<file path="config.mk">
export PLATFORM = sky130hd
export DESIGN_NAME = div_sequencer_flat
export DESIGN_NICKNAME = d
export VERILOG_FILES = /design/src/rtl/div_sequencer_pkg.sv /design/src/rtl/div_sequencer_if.sv /design/src/rtl/div_sequencer_step.sv /design/src/rtl/div_sequencer.sv /design/src/flat_wrapper.sv
export SDC_FILE = /design/constraint.sdc
export NUM_CORES = 1
export LEC_CHECK = 0
export CAP_MARGIN = 20
export CELL_PAD_IN_SITES_DETAIL_PLACEMENT = 1
export CELL_PAD_IN_SITES_GLOBAL_PLACEMENT = 2
export CORE_MARGIN = 2
export CORE_UTILIZATION = 30
export DETAILED_ROUTE_END_ITERATION = 16
export PLACE_DENSITY = 0.76
export SLEW_MARGIN = 0
export SYNTH_ARGS = -nofsm -noshare
export SYNTH_HDL_FRONTEND = slang
export SYNTH_SLANG_ARGS = --single-unit
</file>
<file path="constraint.sdc">
create_clock -name clk -period 5.6 [get_ports clk]
set_input_delay 1.12 -clock clk [delete_from_list [all_inputs] [get_ports clk]]
set_output_delay 1.12 -clock clk [all_outputs]
set_load 0.01 [all_outputs]
</file>
<file path="src/rtl/div_sequencer_pkg.sv">
// Shared constants for the execute-stage divider: widths, FSM encoding,
// DIV/DIVU funct codes and the operand magnitude helper.
package div_sequencer_pkg;

  localparam int DATA_W = 32;
  localparam int DIV_CNT_W = $clog2(DATA_W + 1);

  localparam logic [1:0] S_IDLE = 2'd0;
  localparam logic [1:0] S_BUSY = 2'd1;
  localparam logic [1:0] S_DONE = 2'd2;

  localparam logic [5:0] FUNCT_DIV  = 6'b011010;
  localparam logic [5:0] FUNCT_DIVU = 6'b011011;

  function automatic logic [DATA_W-1:0] mag(
    input logic              s,
    input logic [DATA_W-1:0] v
  );
    return (s & v[DATA_W-1]) ? -v : v;
  endfunction

endpackage

</file>
<file path="src/rtl/div_sequencer_if.sv">
// Execute-stage <-> divider handshake and HI/LO write bundle.
// master: execute stage, slave: div_sequencer.
interface div_sequencer_if;
  import div_sequencer_pkg::*;

  logic              start;
  logic              signed_op;
  logic [DATA_W-1:0] opa;
  logic [DATA_W-1:0] opb;
  logic              cancel;
  logic              stall;
  logic              hilo_we;
  logic [DATA_W-1:0] hi;
  logic [DATA_W-1:0] lo;

  modport master (
    output start, signed_op, opa, opb, cancel,
    input  stall, hilo_we, hi, lo
  );

  modport slave (
    input  start, signed_op, opa, opb, cancel,
    output stall, hilo_we, hi, lo
  );

endinterface

</file>
<file path="src/rtl/div_sequencer_step.sv">
// One restoring radix-2 division step, purely combinational.
module div_step
  import div_sequencer_pkg::*;
(
  input  logic [DATA_W-1:0] rem_i,
  input  logic [DATA_W-1:0] quo_i,
  input  logic [DATA_W-1:0] dvs_i,
  output logic [DATA_W-1:0] rem_o,
  output logic [DATA_W-1:0] quo_o
);

  logic [DATA_W:0] sh;
  logic [DATA_W:0] diff;

  // rem < dvs keeps sh below 2*dvs, so bit DATA_W of diff is the sign
  assign sh    = {rem_i, quo_i[DATA_W-1]};
  assign diff  = sh - {1'b0, dvs_i};
  assign rem_o = diff[DATA_W] ? sh[DATA_W-1:0] : diff[DATA_W-1:0];
  assign quo_o = {quo_i[DATA_W-2:0], ~diff[DATA_W]};

endmodule

</file>
<file path="src/rtl/div_sequencer.sv">
// Multi-cycle DIV/DIVU sequencer with pipeline stall and HI/LO write.
// Optional DIV_ZERO_FAST_EN: divide-by-zero completes in one cycle.
module div_sequencer
  import div_sequencer_pkg::*;
(
  input  logic            clk,
  input  logic            rst,
  div_sequencer_if.slave  bus
);

  logic [1:0]           state_q, state_d;
  logic [DIV_CNT_W-1:0] cnt_q, cnt_d;
  logic [DATA_W-1:0]    rem_q, rem_d;
  logic [DATA_W-1:0]    quo_q, quo_d;
  logic [DATA_W-1:0]    dvs_q, dvs_d;
  logic                 qneg_q, qneg_d;
  logic                 rneg_q, rneg_d;
  logic [DATA_W-1:0]    hi_q, hi_d;
  logic [DATA_W-1:0]    lo_q, lo_d;
  logic [DATA_W-1:0]    rem_n, quo_n;
  logic                 accept;
  logic                 last;

  div_step u_step (
    .rem_i (rem_q),
    .quo_i (quo_q),
    .dvs_i (dvs_q),
    .rem_o (rem_n),
    .quo_o (quo_n)
  );

  assign accept = (state_q == S_IDLE) & bus.start & ~bus.cancel;
  assign last   = cnt_q == DIV_CNT_W'(DATA_W - 1);

  always_comb begin
    state_d = state_q;
    cnt_d   = cnt_q;
    rem_d   = rem_q;
    quo_d   = quo_q;
    dvs_d   = dvs_q;
    qneg_d  = qneg_q;
    rneg_d  = rneg_q;
    hi_d    = hi_q;
    lo_d    = lo_q;
    unique case (1'b1)
      (state_q == S_IDLE): begin
        if (accept) begin
          rem_d   = '0;
          quo_d   = mag(bus.signed_op, bus.opa);
          dvs_d   = mag(bus.signed_op, bus.opb);
          qneg_d  = bus.signed_op
                  & (bus.opa[DATA_W-1] ^ bus.opb[DATA_W-1]);
          rneg_d  = bus.signed_op & bus.opa[DATA_W-1];
          cnt_d   = '0;
          state_d = S_BUSY;
`ifdef DIV_ZERO_FAST_EN
          if (bus.opb == '0) begin
            hi_d    = bus.opa;
            lo_d    = '1;
            state_d = S_DONE;
          end
`else
`endif
        end
      end
      (state_q == S_BUSY): begin
        rem_d = rem_n;
        quo_d = quo_n;
        cnt_d = cnt_q + DIV_CNT_W'(1);
        if (last) begin
          lo_d    = qneg_q ? -quo_n : quo_n;
          hi_d    = rneg_q ? -rem_n : rem_n;
          state_d = S_DONE;
        end
      end
      (state_q == S_DONE): state_d = S_IDLE;
      default:             state_d = S_IDLE;
    endcase
    // a flush must leave HI/LO exactly as they were
    if (bus.cancel) begin
      state_d = S_IDLE;
      hi_d    = hi_q;
      lo_d    = lo_q;
    end
  end

  always_ff @(posedge clk) begin
    if (rst) begin
      state_q <= S_IDLE;
      cnt_q   <= '0;
      rem_q   <= '0;
      quo_q   <= '0;
      dvs_q   <= '0;
      qneg_q  <= 1'b0;
      rneg_q  <= 1'b0;
      hi_q    <= '0;
      lo_q    <= '0;
    end else begin
      state_q <= state_d;
      cnt_q   <= cnt_d;
      rem_q   <= rem_d;
      quo_q   <= quo_d;
      dvs_q   <= dvs_d;
      qneg_q  <= qneg_d;
      rneg_q  <= rneg_d;
      hi_q    <= hi_d;
      lo_q    <= lo_d;
    end
  end

  assign bus.stall   = ~bus.cancel & (accept | (state_q == S_BUSY));
  assign bus.hilo_we = ~bus.cancel & (state_q == S_DONE);
  assign bus.hi      = hi_q;
  assign bus.lo      = lo_q;

endmodule

</file>
<file path="src/flat_wrapper.sv">
// flat-port wrapper written by rule: the top's interface ports become plain ports
module div_sequencer_flat import div_sequencer_pkg::*;
  (clk, rst, bus_start, bus_signed_op, bus_opa, bus_opb, bus_cancel, bus_stall, bus_hilo_we, bus_hi, bus_lo);
  div_sequencer_if bus_i ();
  input  logic clk;
  input  logic rst;
  input wire logic [$bits(bus_i.start)-1:0] bus_start;
  input wire logic [$bits(bus_i.signed_op)-1:0] bus_signed_op;
  input wire logic [$bits(bus_i.opa)-1:0] bus_opa;
  input wire logic [$bits(bus_i.opb)-1:0] bus_opb;
  input wire logic [$bits(bus_i.cancel)-1:0] bus_cancel;
  output wire logic [$bits(bus_i.stall)-1:0] bus_stall;
  output wire logic [$bits(bus_i.hilo_we)-1:0] bus_hilo_we;
  output wire logic [$bits(bus_i.hi)-1:0] bus_hi;
  output wire logic [$bits(bus_i.lo)-1:0] bus_lo;
  assign bus_i.start = bus_start;
  assign bus_i.signed_op = bus_signed_op;
  assign bus_i.opa = bus_opa;
  assign bus_i.opb = bus_opb;
  assign bus_i.cancel = bus_cancel;
  assign bus_stall = bus_i.stall;
  assign bus_hilo_we = bus_i.hilo_we;
  assign bus_hi = bus_i.hi;
  assign bus_lo = bus_i.lo;
  div_sequencer u_core (.clk(clk), .rst(rst), .bus(bus_i));
endmodule
</file>
==> results of run 1 <==
==> metrics by stage <==
stage,total power [mW],hold slack (ns)
after floorplan,2.002,0.4406
after global placement,2.335,0.4433
after detailed placement,2.342,0.4440
after CTS,3.594,0.4539
after global routing,3.746,0.4801
final,3.557,0.4505
==> layout make-up <==
type | instances | area [sq um]
clock buffer | 18 | 439.2
clock inverter | 14 | 150.1
fill | 4774 | 24470
inverter | 52 | 197.7
multi-input combinational | 1237 | 7697
sequential | 170 | 3403
tap | 518 | 648.1
timing repair buffer | 158 | 1551
==> critical path: stages (launching register included) <==
cell and delay, ns:
dfxtp_1 0.38, inv_1 0.06, ha_1 0.21, fa_1 0.41, nand2b_1 0.18, a211o_1 0.32, a31o_2 0.29, a21oi_4 0.20
o21a_2 0.26, nor2_8 0.07, inv_4 0.19, nor2_1 0.06, a21oi_1 0.18, ha_1 0.27, nand3b_1 0.10, or4_4 0.46
or3_1 0.32, mux2_2 0.30, nor4b_2 0.26, a41oi_1 0.17, xnor2_1 0.16, a211oi_1 0.25
==> cell usage after synthesis (all sizes together) (7+ instances only) <==
master,instances,area (sq um)
a211oi,74,560.5
a21o,12,90.09
a21oi,153,784.5
a22oi,33,247.7
a31oi,30,187.7
and2,14,88.84
and3,12,75.07
buf,30,151.4
clkbuf,68,257.8
dfxtp,170,3403
ha,37,462.9
inv,52,197.7
mux2i,30,300.3
nand2,165,619.3
nand2b,8,50.05
nand3,32,165.2
nand3b,10,75.07
nand4,15,93.84
nor2,210,804.5
nor2b,7,43.79
nor3,35,180.2
nor4,21,137.6
o21a,7,53.80
o21ai,69,345.3
o31ai,25,202.7
o41ai,12,146.4
or3,23,148.9
or4,9,82.58
xnor2,56,490.5
xor2,69,604.3
==> worst max-delay path by stage <==
stage                           from                end  slack (ns)  depth (start not counted)
detailed placement  u_core.quo_q[31]  u_core.bus.hi[22]        0.40                         21
global placement    u_core.quo_q[31]  u_core.bus.hi[22]        0.57                         21
finish              u_core.quo_q[31]  u_core.bus.hi[22]        0.38                         21
floorplan           u_core.quo_q[31]  u_core.bus.hi[22]        0.39                         24
global route        u_core.rem_q[16]  u_core.bus.hi[22]        0.01                         19
CTS                 u_core.quo_q[31]  u_core.bus.hi[22]        0.38                         21
==> cell families (layout without fill, tap and decap cells) <==
kind of cell / count (synthesis) / after routing / synth area share [%]
xor+xnor: 125 / 125 / 9.370
fa+ha+maj: 38 / 38 / 4.134
compound gates: 460 / 460 / 25.94
flops: 170 / 170 / 29.13
mux: 33 / 33 / 2.859
buf+inv: 150 / 242 / 5.194
simple gates: 581 / 581 / 23.38
==> cell usage in the layout (no fill, tap or decap), drive strengths merged, types with 32 or more instances in the layout <==
cell type      synthesis  final
nor2                 210    210
dfxtp                170    170
nand2                165    165
a21oi                153    153
clkdlybuf4s50          0    133
a211oi                74     74
xor2                  69     69
o21ai                 69     69
inv                   52     60
xnor2                 56     56
ha                    37     37
nor3                  35     35
a22oi                 33     33
nand3                 32     32
==> state kept, by name (all words and copies together) (netlist names) <==
register,flops
u_core.bus.hi,32
u_core.bus.lo,32
u_core.cnt_q,6
u_core.dvs_q,32
u_core.qneg_q,1
u_core.quo_q,32
u_core.rem_q,32
u_core.rneg_q,1
u_core.state_q,2
==> metal layers <==
metal	vias to the layer above	global-route usage (%)
met5	-	0
met4	0	5.804
met3	46	2.964
met2	200	35.91
met1	5684	28.20
li1	5766	-
==> where the power goes <==
group	internal [mW]	leakage, nW	switching [mW]
Sequential	1.24	1.38	0.0368
Clock	0.642	0.285	0.595
Combinational	0.376	3.27	0.664
Total	2.26	4.93	1.30
==> metrics, run 1 <==
RSZ-0062 raised after global routing no; Worst Tran Pin Value between 1 and 1.5 ns; Detailed Route Iter0 Violations about 590; PwrDens roughly 250 nW/um^2; outcome finished, final reports clean; final wirelength roughly 43000 um; kind of critical path reg2reg; Setup Viol. Count Final 0; post_cts resized 0; fin crit period 5.221 ns; I/O pins roughly 140; Via Count 11696; WP data required between 5 and 6 ns; drt wl/cell 19.68 um; Skew-Pair Late Insertion Delay roughly 0.47 ns; Placer Congestion between 0.9 and 1; Finished Cell Area 14090 sq um; DRC 0; synthesis-to-finish area growth 20.57%; fin crit share a little over 90%; Max Fclk about 190 MHz; DRT antenna net count 0; r2r endpoint u_core.bus.hi[22]; Top FF cell, synth dfxtp_1; Worst slew margin between 20% and 30%; met3 wire len roughly 1400 um; CTS Buf Count 17; max-slew violations 0; static leakage about 5 nW; Setup WS pre-CTS 0.3996 ns; largest net degree at the start of global routing between 90 and 100; Seq cells post-synth between 150 and 200; R2R depth 21; Worst Hold Depth 2; number of diodes 0; CORE AREA 38560 sq um; Buffers on Ports 134; VDD IR max a little over 200 uV; Synth Cell Area between 10000 and 15000 sq um; initial antenna violation count 0; Die W roughly 200 um; hold endpoint u_core.bus.hi[5]; placed inst area between 10000 and 15000 sq um; H-tree Lvls 4; global route total overflow 0; met1 wire length about 20000 um; synth unique cells 87; Die ar. approximately 40000 sq um; number of global-route vias before repair between 10000 and 15000; startpoint type of the worst setup path flop; CTS Buffer Depth 2; post-DP HPWL between 30000 and 40000 um; Fin. Hold Viols 0; Worst-path clk slew 0.07 ns; non-filler cells, final 2167; first-pass GRT wire length roughly 68000 um; FP Rows 72; share of cells above drive strength 1 under 10%; Root Buffer clkbuf_16; Die Span Y 201.3 um; dpl cells about 2100; CTS Hold Bufs 0; number of flops mapped to enable cells by yosys 0; Hold Crit Start u_core.bus.hi[5]; RR Startpoint u_core.quo_q[31]; worst hold path type reg2reg; Ys Warns 0; WP data arrival approximately 5.6 ns; GRT Resource Usage Total between 20% and 30%; CTS tree built; Starting Density between 30% and 40%; max layer used met4; ys async rst share 0%; vias per cell 5.397; syn_nets between 1500 and 2000; skew final around 0.014 ns; clk sink count 170; Synth Instances 1557; Setup TNS 0 ns; postcts setup bufs 0; CP max FO 18; Seq/Total Area, Yosys between 20 and 30%; max_cap viols 0; Syn Area/Cell about 7.5 sq um; nets approximately 1700; wire length on met2 approximately 20000 um; r2r setup slk ~0.38 ns; Setup WS post-layout about 0.38 ns; First-pass DRT Iterations 5; Worst Setup End Kind flop; Core Util, Final 36.54%
Note: power is estimated with default switching activity, not from simulation.
==> run 2, diff against run 1 <==
--- a/config.mk
+++ b/config.mk
@@ -5,7 +5,7 @@
 export SDC_FILE = /design/constraint.sdc
 export NUM_CORES = 1
 export LEC_CHECK = 0
-export CAP_MARGIN = 20
+export CAP_MARGIN = 10
 export CELL_PAD_IN_SITES_DETAIL_PLACEMENT = 1
 export CELL_PAD_IN_SITES_GLOBAL_PLACEMENT = 2
 export CORE_MARGIN = 2
==> metrics, run 2 (synthesis results as in run 1) <==
outcome finished, final reports clean (unchanged); Setup WS pre-CTS 0.3996 ns (unchanged); First-pass DRT Iterations 5 (unchanged); CTS Buffer Depth 2 (unchanged); I/O pins 135 (unchanged); CTS tree built (unchanged); FP Rows 72 (unchanged); Setup Viol. Count Final 0 (unchanged); placed inst area 13470 sq um (unchanged); CTS Buf Count 17 (unchanged); skew final 0.01587 ns (was 0.01420 ns); most common cell after layout, fill and taps aside nor2_1 (unchanged); Die Span Y 201.3 um (unchanged); Die W 201.3 um (unchanged); Max stage delay on crit path 0.59 ns (was 0.46 ns); worst setup path endpoint u_core.bus.hi[22] (unchanged); post-DP HPWL 32430 um (unchanged); Worst slew margin 19.05% (was 20.44%); number of global-route vias before repair 11913 (unchanged); Detailed Route Iter0 Violations 575 (was 588); Buffers on Ports 134 (unchanged); CP Depth 19 (was 21); Worst Tran Pin Value 1.184 ns (was 1.163 ns); Setup TNS 0 ns (unchanged); clk sink count 170 (unchanged); PwrDens 252.7 nW/um^2 (was 252.5 nW/um^2); initial antenna violation count 0 (unchanged); synthesis-to-finish area growth 20.34% (was 20.57%); Worst Setup End Kind flop (unchanged); GRT Resource Usage Total 21.23% (unchanged); hold_ws 0.4505 ns (about the same); Finished Cell Area 14060 sq um (was 14090 sq um); r2r endpoint u_core.bus.hi[22] (unchanged); Placer Congestion 0.9010 (unchanged); drt wl/cell 19.67 um (was 19.68 um); DRT antenna net count 0 (unchanged); Setup WS post-layout 0.3343 ns (was 0.3786 ns); postcts setup bufs 0 (unchanged); post_cts resized 0 (unchanged); Max Fclk 189.9 MHz (was 191.5 MHz); startpoint type of the worst setup path flop (unchanged); CTS Hold Bufs 0 (unchanged); vias per cell 5.410 (was 5.397); final wirelength 42610 um (was 42660 um); nets 1742 (was 1743); RSZ-0062 raised after global routing no (unchanged); kind of critical path reg2reg (unchanged); RR Startpoint u_core.rem_q[16] (was u_core.quo_q[31]); max-slew violations 0 (unchanged); commonest cells after routing, fill and taps aside 208 x nor2_1, 170 x dfxtp_1, 165 x nand2_1 (unchanged); number of diodes 0 (unchanged); DRC 0 (unchanged); largest net degree at the start of global routing 97 (unchanged); Die ar. 40540 sq um (unchanged); CP max FO 18 (unchanged); Fin. Hold Viols 0 (unchanged); CORE AREA 38560 sq um (unchanged); Worst Hold Depth 2 (unchanged); Skew-Pair Late Insertion Delay 0.46 ns (was 0.47 ns); static leakage 4.923 nW (was 4.934 nW); Starting Density 30.30% (unchanged); CP max stage cell o31ai_1 (was or4_4); WP data required 5.96 ns (was 5.97 ns); crit-path cells ha_1, a21oi_1, o21ai_1, a211oi_1, o31ai_1, o21a_2, nor2_8, inv_4, nor2_1, a21oi_1, ha_1, nand3b_1, or4_4, or3_1, mux2_2, nor4b_2, a41oi_1, xnor2_1, a211oi_1 (was inv_1, ha_1, fa_1, nand2b_1, a211o_1, a31o_2, a21oi_4, o21a_2, nor2_8, inv_4, nor2_1, a21oi_1, ha_1, nand3b_1, or4_4, or3_1, mux2_2, nor4b_2, a41oi_1, xnor2_1, a211oi_1); Worst-path clk slew 0.07 ns (about the same); H-tree Lvls 4 (unchanged); VDD IR max 201.1 uV (was 203.1 uV); global route total overflow 0 (unchanged); WP data arrival 5.63 ns (was 5.59 ns); number of fill cells 4775 (was 4774); CP Buf/Inv Count 1 (was 2); start point of the critical path u_core.rem_q[16] (was u_core.quo_q[31]); family with the most delay on the worst path compound AO/OA/AOI/OAI gates (unchanged); R2R depth 19 (was 21); fin crit period 5.266 ns (was 5.221 ns); r2r setup slk 0.33 ns (was 0.38 ns); first-pass GRT wire length 67950 um (unchanged); Root Buffer clkbuf_16 (unchanged); worst hold path type reg2reg (unchanged); share of cells above drive strength 1 6.068% (was 6.125%); max_cap viols 0 (unchanged); fin crit share 94.03% (was 93.24%); Via Count 11717 (was 11696)
## run 2: power by group
part	switching, mW	total, mW	internal, mW
clock network	0.592	1.23	0.642
logic	0.662	1.04	0.375
registers	0.0384	1.28	1.24
total	1.29	3.55	2.26
## run 2: worst min path at each step
stage | from | endpoint | slack, ns
final | u_core.bus.hi[5] | u_core.bus.hi[5] | 0.45
after global routing | u_core.bus.hi[5] | u_core.bus.hi[5] | 0.48
after CTS | u_core.bus.hi[5] | u_core.bus.hi[5] | 0.45
after detailed placement | u_core.bus.hi[5] | u_core.bus.hi[5] | 0.44
after global placement | u_core.bus.hi[9] | u_core.bus.hi[9] | 0.44
after floorplan | u_core.dvs_q[0] | u_core.dvs_q[0] | 0.44
## run 2: cell type report
| class | instances | area (sq um) | share of cell area, % |
|---|---|---|---|
| clock buffers | 18 | 439.2 | 3.124 |
| clock inverters | 14 | 150.1 | 1.068 |
| inverters | 52 | 197.7 | 1.406 |
| multi-input cells | 1237 | 7697 | 54.75 |
| flip-flops and latches | 170 | 3403 | 24.21 |
| well taps | 518 | 648.1 | 4.610 |
| repair buffers | 157 | 1524 | 10.84 |
## run 2: worst reg2reg max path, stage by stage, from the launching register on
cell and delay [ns]:
dfxtp_1 0.36, ha_1 0.49, a21oi_1 0.14, o21ai_1 0.28, a211oi_1 0.12, o31ai_1 0.59, o21a_2 0.37, nor2_8 0.07
inv_4 0.19, nor2_1 0.07, a21oi_1 0.18, ha_1 0.27, nand3b_1 0.10, or4_4 0.46, or3_1 0.32, mux2_2 0.30
nor4b_2 0.27, a41oi_1 0.17, xnor2_1 0.16, a211oi_1 0.25
## run 2: through the flow
step | utilization [%] | power, mW | instances
2_1_floorplan | - | 2.002 | 1557
3_3_place_gp | 34.94 | 2.335 | 2134
3_5_place_dp | 34.94 | 2.342 | 2134
4_1_cts | 36.46 | 3.594 | 2166
5_1_grt | 36.46 | 3.745 | 2166
6_report | 36.46 | 3.553 | 2166
## run 2: metal layers
layer	part of all wire, %	GRT usage [%]	vias to the layer above	wire length, um
li1	-	-	5761	-
met1	47	28.20	5694	19960
met2	48	35.91	221	20340
met3	3.6	2.964	41	1526
met4	1.8	5.804	0	775
met5	0	0	-	0
